`config.mk`:
```
export PLATFORM = sky130hd
export DESIGN_NAME = cache_line_mover
export DESIGN_NICKNAME = d
export VERILOG_FILES = /design/src/rtl/cache_line_mover.sv
export SDC_FILE = /design/constraint.sdc
export NUM_CORES = 1
export LEC_CHECK = 0
export CORE_AREA = 2 2 306 308
export CTS_BUF_LIST = sky130_fd_sc_hd__clkbuf_8
export CTS_CLUSTER_SIZE = 10
export DETAILED_ROUTE_END_ITERATION = 7
export DIE_AREA = 0 0 308 310
export HOLD_SLACK_MARGIN = 0.12
export PLACE_DENSITY_LB_ADDON = 0.1
export SLEW_MARGIN = 20
export SYNTH_ARGS = -nofsm -noshare
export SYNTH_HDL_FRONTEND = slang
export SYNTH_SLANG_ARGS = --single-unit
```
`constraint.sdc`:
```
create_clock -name clk -period 2.7 [get_ports clk]
set_input_delay 0.27 -clock clk [delete_from_list [all_inputs] [get_ports clk]]
set_output_delay 0.27 -clock clk [all_outputs]
set_load 0.01 [all_outputs]
```
`src/rtl/cache_line_mover.sv`:
```
// Moves one 256-bit cache line between a cache bank and AXI: optional 8-beat
// victim write-back, then an 8-beat refill read presented as a one-cycle fill.
module cache_line_mover #(
  parameter int         LINE_WORDS = 8,
  parameter logic [3:0] AXI_ID     = 4'd0
) (
  input  logic         clk,
  input  logic         resetn,

  input  logic         req_valid,
  output logic         req_ready,
  input  logic [31:0]  req_addr,
  input  logic         req_wb,
  input  logic [31:0]  req_wb_addr,
  input  logic [255:0] req_wb_data,

  output logic         ar_valid,
  input  logic         ar_ready,
  output logic [31:0]  ar_addr,
  output logic [3:0]   ar_id,
  output logic [7:0]   ar_len,
  output logic [2:0]   ar_size,
  output logic [1:0]   ar_burst,

  input  logic         r_valid,
  output logic         r_ready,
  input  logic [31:0]  r_data,
  input  logic [1:0]   r_resp,
  input  logic         r_last,

  output logic         aw_valid,
  input  logic         aw_ready,
  output logic [31:0]  aw_addr,
  output logic [3:0]   aw_id,
  output logic [7:0]   aw_len,
  output logic [2:0]   aw_size,
  output logic [1:0]   aw_burst,

  output logic         w_valid,
  input  logic         w_ready,
  output logic [31:0]  w_data,
  output logic [3:0]   w_strb,
  output logic         w_last,

  input  logic         b_valid,
  output logic         b_ready,
  input  logic [1:0]   b_resp,

  output logic         fill_valid,
  output logic [31:0]  fill_addr,
  output logic [255:0] fill_data,
  output logic         err
);

  localparam int         LINE_BITS = 32 * LINE_WORDS;
  localparam logic [2:0] LAST_BEAT = 3'(LINE_WORDS - 1);
  localparam logic [7:0] BURST_LEN = 8'(LINE_WORDS - 1);

  typedef enum logic [2:0] {
    IDLE,
    WB_AW,
    WB_W,
    WB_B,
    RD_AR,
    RD_R,
    FILL
  } state_e;

  state_e                 state_q, state_d;
  logic [2:0]             beat_q, beat_d;
  logic                   err_q, err_d;
  logic [26:0]            line_q, line_d;
  logic [26:0]            wb_line_q, wb_line_d;
  logic [LINE_BITS-1:0]   wb_data_q, wb_data_d;
  logic [LINE_BITS-1:0]   fill_data_q, fill_data_d;
  logic [31:0]            wb_words [LINE_WORDS];

  // Offset bits inside a line carry no meaning for whole-line transfers.
  logic unused_offsets;
  assign unused_offsets = ^{req_addr[4:0], req_wb_addr[4:0]};

  // Word view of the latched victim so the write beat is a plain mux.
  generate
    for (genvar gi = 0; gi < LINE_WORDS; gi++) begin : g_wb_word
      assign wb_words[gi] = wb_data_q[32*gi +: 32];
    end
  endgenerate

  assign ar_addr   = {line_q, 5'd0};
  assign ar_id     = AXI_ID;
  assign ar_len    = BURST_LEN;
  assign ar_size   = 3'd2;
  assign ar_burst  = 2'd1;

  assign aw_addr   = {wb_line_q, 5'd0};
  assign aw_id     = AXI_ID;
  assign aw_len    = BURST_LEN;
  assign aw_size   = 3'd2;
  assign aw_burst  = 2'd1;

  assign w_data    = wb_words[beat_q];
  assign w_strb    = 4'hF;
  assign w_last    = (beat_q == LAST_BEAT);

  assign fill_addr = {line_q, 5'd0};
  assign fill_data = fill_data_q;
  assign err       = err_q;

  always_ff @(posedge clk) begin
    if (!resetn) begin
      state_q     <= IDLE;
      beat_q      <= 3'd0;
      err_q       <= 1'b0;
      line_q      <= '0;
      wb_line_q   <= '0;
      wb_data_q   <= '0;
      fill_data_q <= '0;
    end else begin
      state_q     <= state_d;
      beat_q      <= beat_d;
      err_q       <= err_d;
      line_q      <= line_d;
      wb_line_q   <= wb_line_d;
      wb_data_q   <= wb_data_d;
      fill_data_q <= fill_data_d;
    end
  end

  always_comb begin
    state_d     = state_q;
    beat_d      = beat_q;
    err_d       = err_q;
    line_d      = line_q;
    wb_line_d   = wb_line_q;
    wb_data_d   = wb_data_q;
    fill_data_d = fill_data_q;
    req_ready   = 1'b0;
    aw_valid    = 1'b0;
    w_valid     = 1'b0;
    b_ready     = 1'b0;
    ar_valid    = 1'b0;
    r_ready     = 1'b0;
    fill_valid  = 1'b0;

    case (state_q)
      IDLE: begin
        req_ready = 1'b1;
        if (req_valid) begin
          line_d    = req_addr[31:5];
          wb_line_d = req_wb_addr[31:5];
          wb_data_d = req_wb_data;
          err_d     = 1'b0;
          beat_d    = 3'd0;
          state_d   = req_wb ? WB_AW : RD_AR;
        end
      end

      WB_AW: begin
        aw_valid = 1'b1;
        if (aw_ready) state_d = WB_W;
      end

      WB_W: begin
        w_valid = 1'b1;
        if (w_ready) begin
          beat_d = beat_q + 3'd1;
          if (beat_q == LAST_BEAT) state_d = WB_B;
        end
      end

      WB_B: begin
        b_ready = 1'b1;
        if (b_valid) begin
          if (b_resp != 2'd0) err_d = 1'b1;
          state_d = RD_AR;
        end
      end

      RD_AR: begin
        ar_valid = 1'b1;
        if (ar_ready) state_d = RD_R;
      end

      // The burst length is fixed; r_last only feeds the error flag.
      RD_R: begin
        r_ready = 1'b1;
        if (r_valid) begin
          fill_data_d[{beat_q, 5'd0} +: 32] = r_data;
          beat_d = beat_q + 3'd1;
          if ((r_resp != 2'd0) || (r_last != (beat_q == LAST_BEAT))) err_d = 1'b1;
          if (beat_q == LAST_BEAT) state_d = FILL;
        end
      end

      FILL: begin
        fill_valid = 1'b1;
        state_d    = IDLE;
      end

      default: state_d = IDLE;
    endcase
  end

endmodule

```
==> results.json <==
{
  "outcome": "completed",
  "syn_to_final_growth_pct": 55.93,
  "drtAntennaViolNets": 0,
  "synth_top_family_by_area": "simple AND/OR/NAND/NOR gates",
  "cts.sinks": 573,
  "required_ns": 2.43,
  "drive_above_1_share": 0.1035,
  "syn-cell-area_um2": 24560,
  "fp.dieW_um": 308,
  "grt_pass1_wl_um": 143100,
  "switching_share": 0.3159,
  "seqPwrFrac": 0.408,
  "core_area_um2": 92490,
  "synthDistinctLibCells": 42,
  "p_int_mw": 16.71,
  "worstHoldEndpoint": "wb_data_q[131]$_SDFFE_PN0P_",
  "rr_startpoint": "beat_q[0]$_SDFFE_PN0P_",
  "vias_per_cell": 4.442,
  "final_nets": 4065,
  "ys_seq_elements": 573,
  "clk_path_buf_depth": 3,
  "syn_avg_cell_area_um2": 9.107,
  "antenna_found_initial": 20,
  "ff2ff_setup_slack_ns": 0.17,
  "dr.pass1.iters": 5,
  "power.density_nw_per_um2": 637.8,
  "drv_cap": 0,
  "power_frac_clock": 0.339,
  "dp.cells": 4439,
  "finClkSkew_ns": 0.03113,
  "crit_arrival_ns": 2.42,
  "drc": 0,
  "whs_path_depth": 3,
  "seqCellArea_um2": 11480,
  "drtIter0Drc": 870,
  "finalPower_mw": 24.43,
  "rows": 112,
  "synth_compound_area_frac": 0.09933,
  "port_buffers": 733,
  "fmax_mhz": 371.9,
  "cts_tree": "built",
  "yosys.area_share.simple": 0.1911,
  "fillers": 9150,
  "synth_cells": 2697,
  "worst-setup-path-type": "flop to output port",
  "fp.dieArea_um2": 95480,
  "synth_edf_count": 0,
  "slew_headroom": 0.3848,
  "io_pins": 797,
  "clock_latency_ns": 0.76,
  "vias": 22108,
  "combinationalPowerShare": 0.254,
  "period_share": 0.9959,
  "tightest_slew_ns": 0.9228,
  "setup_ws_ns": 0.01118,
  "r2r_cells": 9,
  "ys_seq_area_frac": 0.4670,
  "grt_pass1_vias": 22921,
  "synthFlopType": "dfxtp_1",
  "fin_crit_ns": 2.689,
  "clk_pin_slew_worst_paths_ns": 0.06,
  "yosysWarningCount": 0,
  "final_cells": 4977,
  "synthArstFlopShare": 0,
  "htree_levels": 3,
  "path_max_fanout": 7,
  "grt_overflow": 0,
  "gp_congestion": 0.8044,
  "wirelength_um": 98670,
  "ir_drop_uv": 350.7,
  "wl_per_cell_um": 19.82,
  "start_util": 0.2656,
  "reg2reg_to": "fill_data[6]$_SDFFE_PN0P_",
  "synth_xor_xnor_area_share": 0.0003566,
  "min_path_type": "primary input to flop",
  "finalSetupViolations": 0,
  "synth_mux_area_frac": 0.1651,
  "pre_cts_ws_ns": 0.1418,
  "synth_fa_ha_area_frac": 0.003566,
  "power.switching_mw": 7.717,
  "critPathLaunch": "beat_q[0]$_SDFFE_PN0P_",
  "grtUsageTotal": 0.1998,
  "power_leakage_nw": 15.99,
  "drv_slew": 0,
  "multi_input_area_um2": 11740,
  "grt_max_degree": 176,
  "cts-root-buf": "clkbuf_8",
  "critPathLaunchType": "flop",
  "die_y_um": 310,
  "grt_setup_unrepaired": "true",
  "hold_slack_ns": 0.1781,
  "end_kind": "output port",
  "hp-start": "req_wb_data[131]",
  "post-dp-hpwl_um": 69990,
  "cts_buffers": 105,
  "hold_viol": 0
}
[flip-flops by register name (all words and copies together) (netlist names)]
signal	cells
beat_q	3
wb_line_q	27
fill_data	256
state_q	3
err	1
line_q	27
wb_data_q	256
[cell families (layout without fill, tap and decap cells)]
group	Yosys count	after routing
other	2	65
and+or+nand+nor	1176	1176
adders and majority gates	7	7
muxes	325	325
DFF	573	573
AOI/OAI and AO/OA	324	324
buffers and inverters	289	1309
xor gates and xnor gates	1	1
[layout make-up]
class | count | area share
Tap cell | 1197 | 0.03910
Clock inverter | 52 | 0.007350
Multi-Input combinational cell | 1886 | 0.3066
Timing Repair Buffer | 1123 | 0.2989
Clock buffer | 131 | 0.04707
Antenna cell | 12 | 0.0007840
Inverter | 3 | 0.0002940
Sequential cell | 573 | 0.2999
[worst max-delay path: stages, from the launching register on]
cell,delay (ns)
dfxtp_4,0.42
buf_12,0.16
buf_12,0.14
buf_12,0.10
mux4_2,0.57
nand2_2,0.09
nand2_2,0.06
buf_6,0.12
[layout by cell type (no fill, tap or decap), drive strengths merged, types with 4 or more instances in the layout]
master and n:
a21boi 311, and3b 4, buf 105, clkbuf 131
clkdlybuf4s50 698, clkinv 7, conb 53, dfxtp 573
diode 12, dlygate4sd3 317, ha 7, inv 44
mux2i 259, mux4 64, nand2 1106, nand3 4
nor2b 34, nor3 6
[power groups by stage]
stage               sequential (mW)  clock (mW)  combinational [mW]
global route                   10.1        8.96                6.82
CTS                            9.96        8.59                6.30
global placement               10.1           0                5.66
floorplan                      9.99           0                3.53
detailed placement             10.1           0                5.70
finish                         9.96        8.27                6.20
[synthesized netlist by cell type (all sizes together) (3+ instances only)]
| library cell | number | area share |
|---|---|---|
| clkbuf | 89 | 0.014 |
| dfxtp | 573 | 0.47 |
| nor3b | 3 | 0.00092 |
| nor2b | 34 | 0.0087 |
| and3b | 4 | 0.0014 |
| buf | 197 | 0.059 |
| nand3 | 4 | 0.0016 |
| ha | 7 | 0.0036 |
| nand2 | 1106 | 0.17 |
| nor2 | 3 | 0.00046 |
| mux4 | 64 | 0.059 |
| nor3 | 6 | 0.0012 |
| mux2i | 259 | 0.11 |
| nand4b | 3 | 0.0029 |
| o211ai | 3 | 0.00092 |
| a21boi | 311 | 0.095 |
[metrics by stage]
stage                     area (um^2)  setup TNS (ns)  utilization
final                           38300               0       0.4141
after floorplan                 24750               0            -
after CTS                       38220          -1.181       0.4132
after global routing            38300         -0.6936       0.4141
after global placement          32440               0       0.3508
after detailed placement        32440               0       0.3508
[how the worst max path moves through the flow]
| stage | to | cells after the start |
|---|---|---|
| 2_1_floorplan | fill_data[10]$_SDFFE_PN0P_ | 10 |
| 3_3_place_gp | fill_data[6]$_SDFFE_PN0P_ | 7 |
| 3_5_place_dp | fill_data[12]$_SDFFE_PN0P_ | 7 |
| 4_1_cts | w_data[12] | 7 |
| 5_1_grt | w_data[12] | 7 |
| 6_report | w_data[12] | 7 |
[what timing repair did]
action	CTS	global route
endpoints found under the hold margin	341	0
gates resized for setup	235	36
cloned	5	0
hold buffers	317	0
pin swaps	16	11
setup buffers	21	5
endpoints found under the setup margin	37	135
[routing by layer]
layer	vias to the layer above	routed length, um	global-route usage
li1	10747	-	-
met1	10581	38710	0.2192
met2	599	50250	0.3647
met3	165	5900	0.05061
met4	16	3693	0.08417
met5	-	112	0
(Power assumes the default switching activity.)
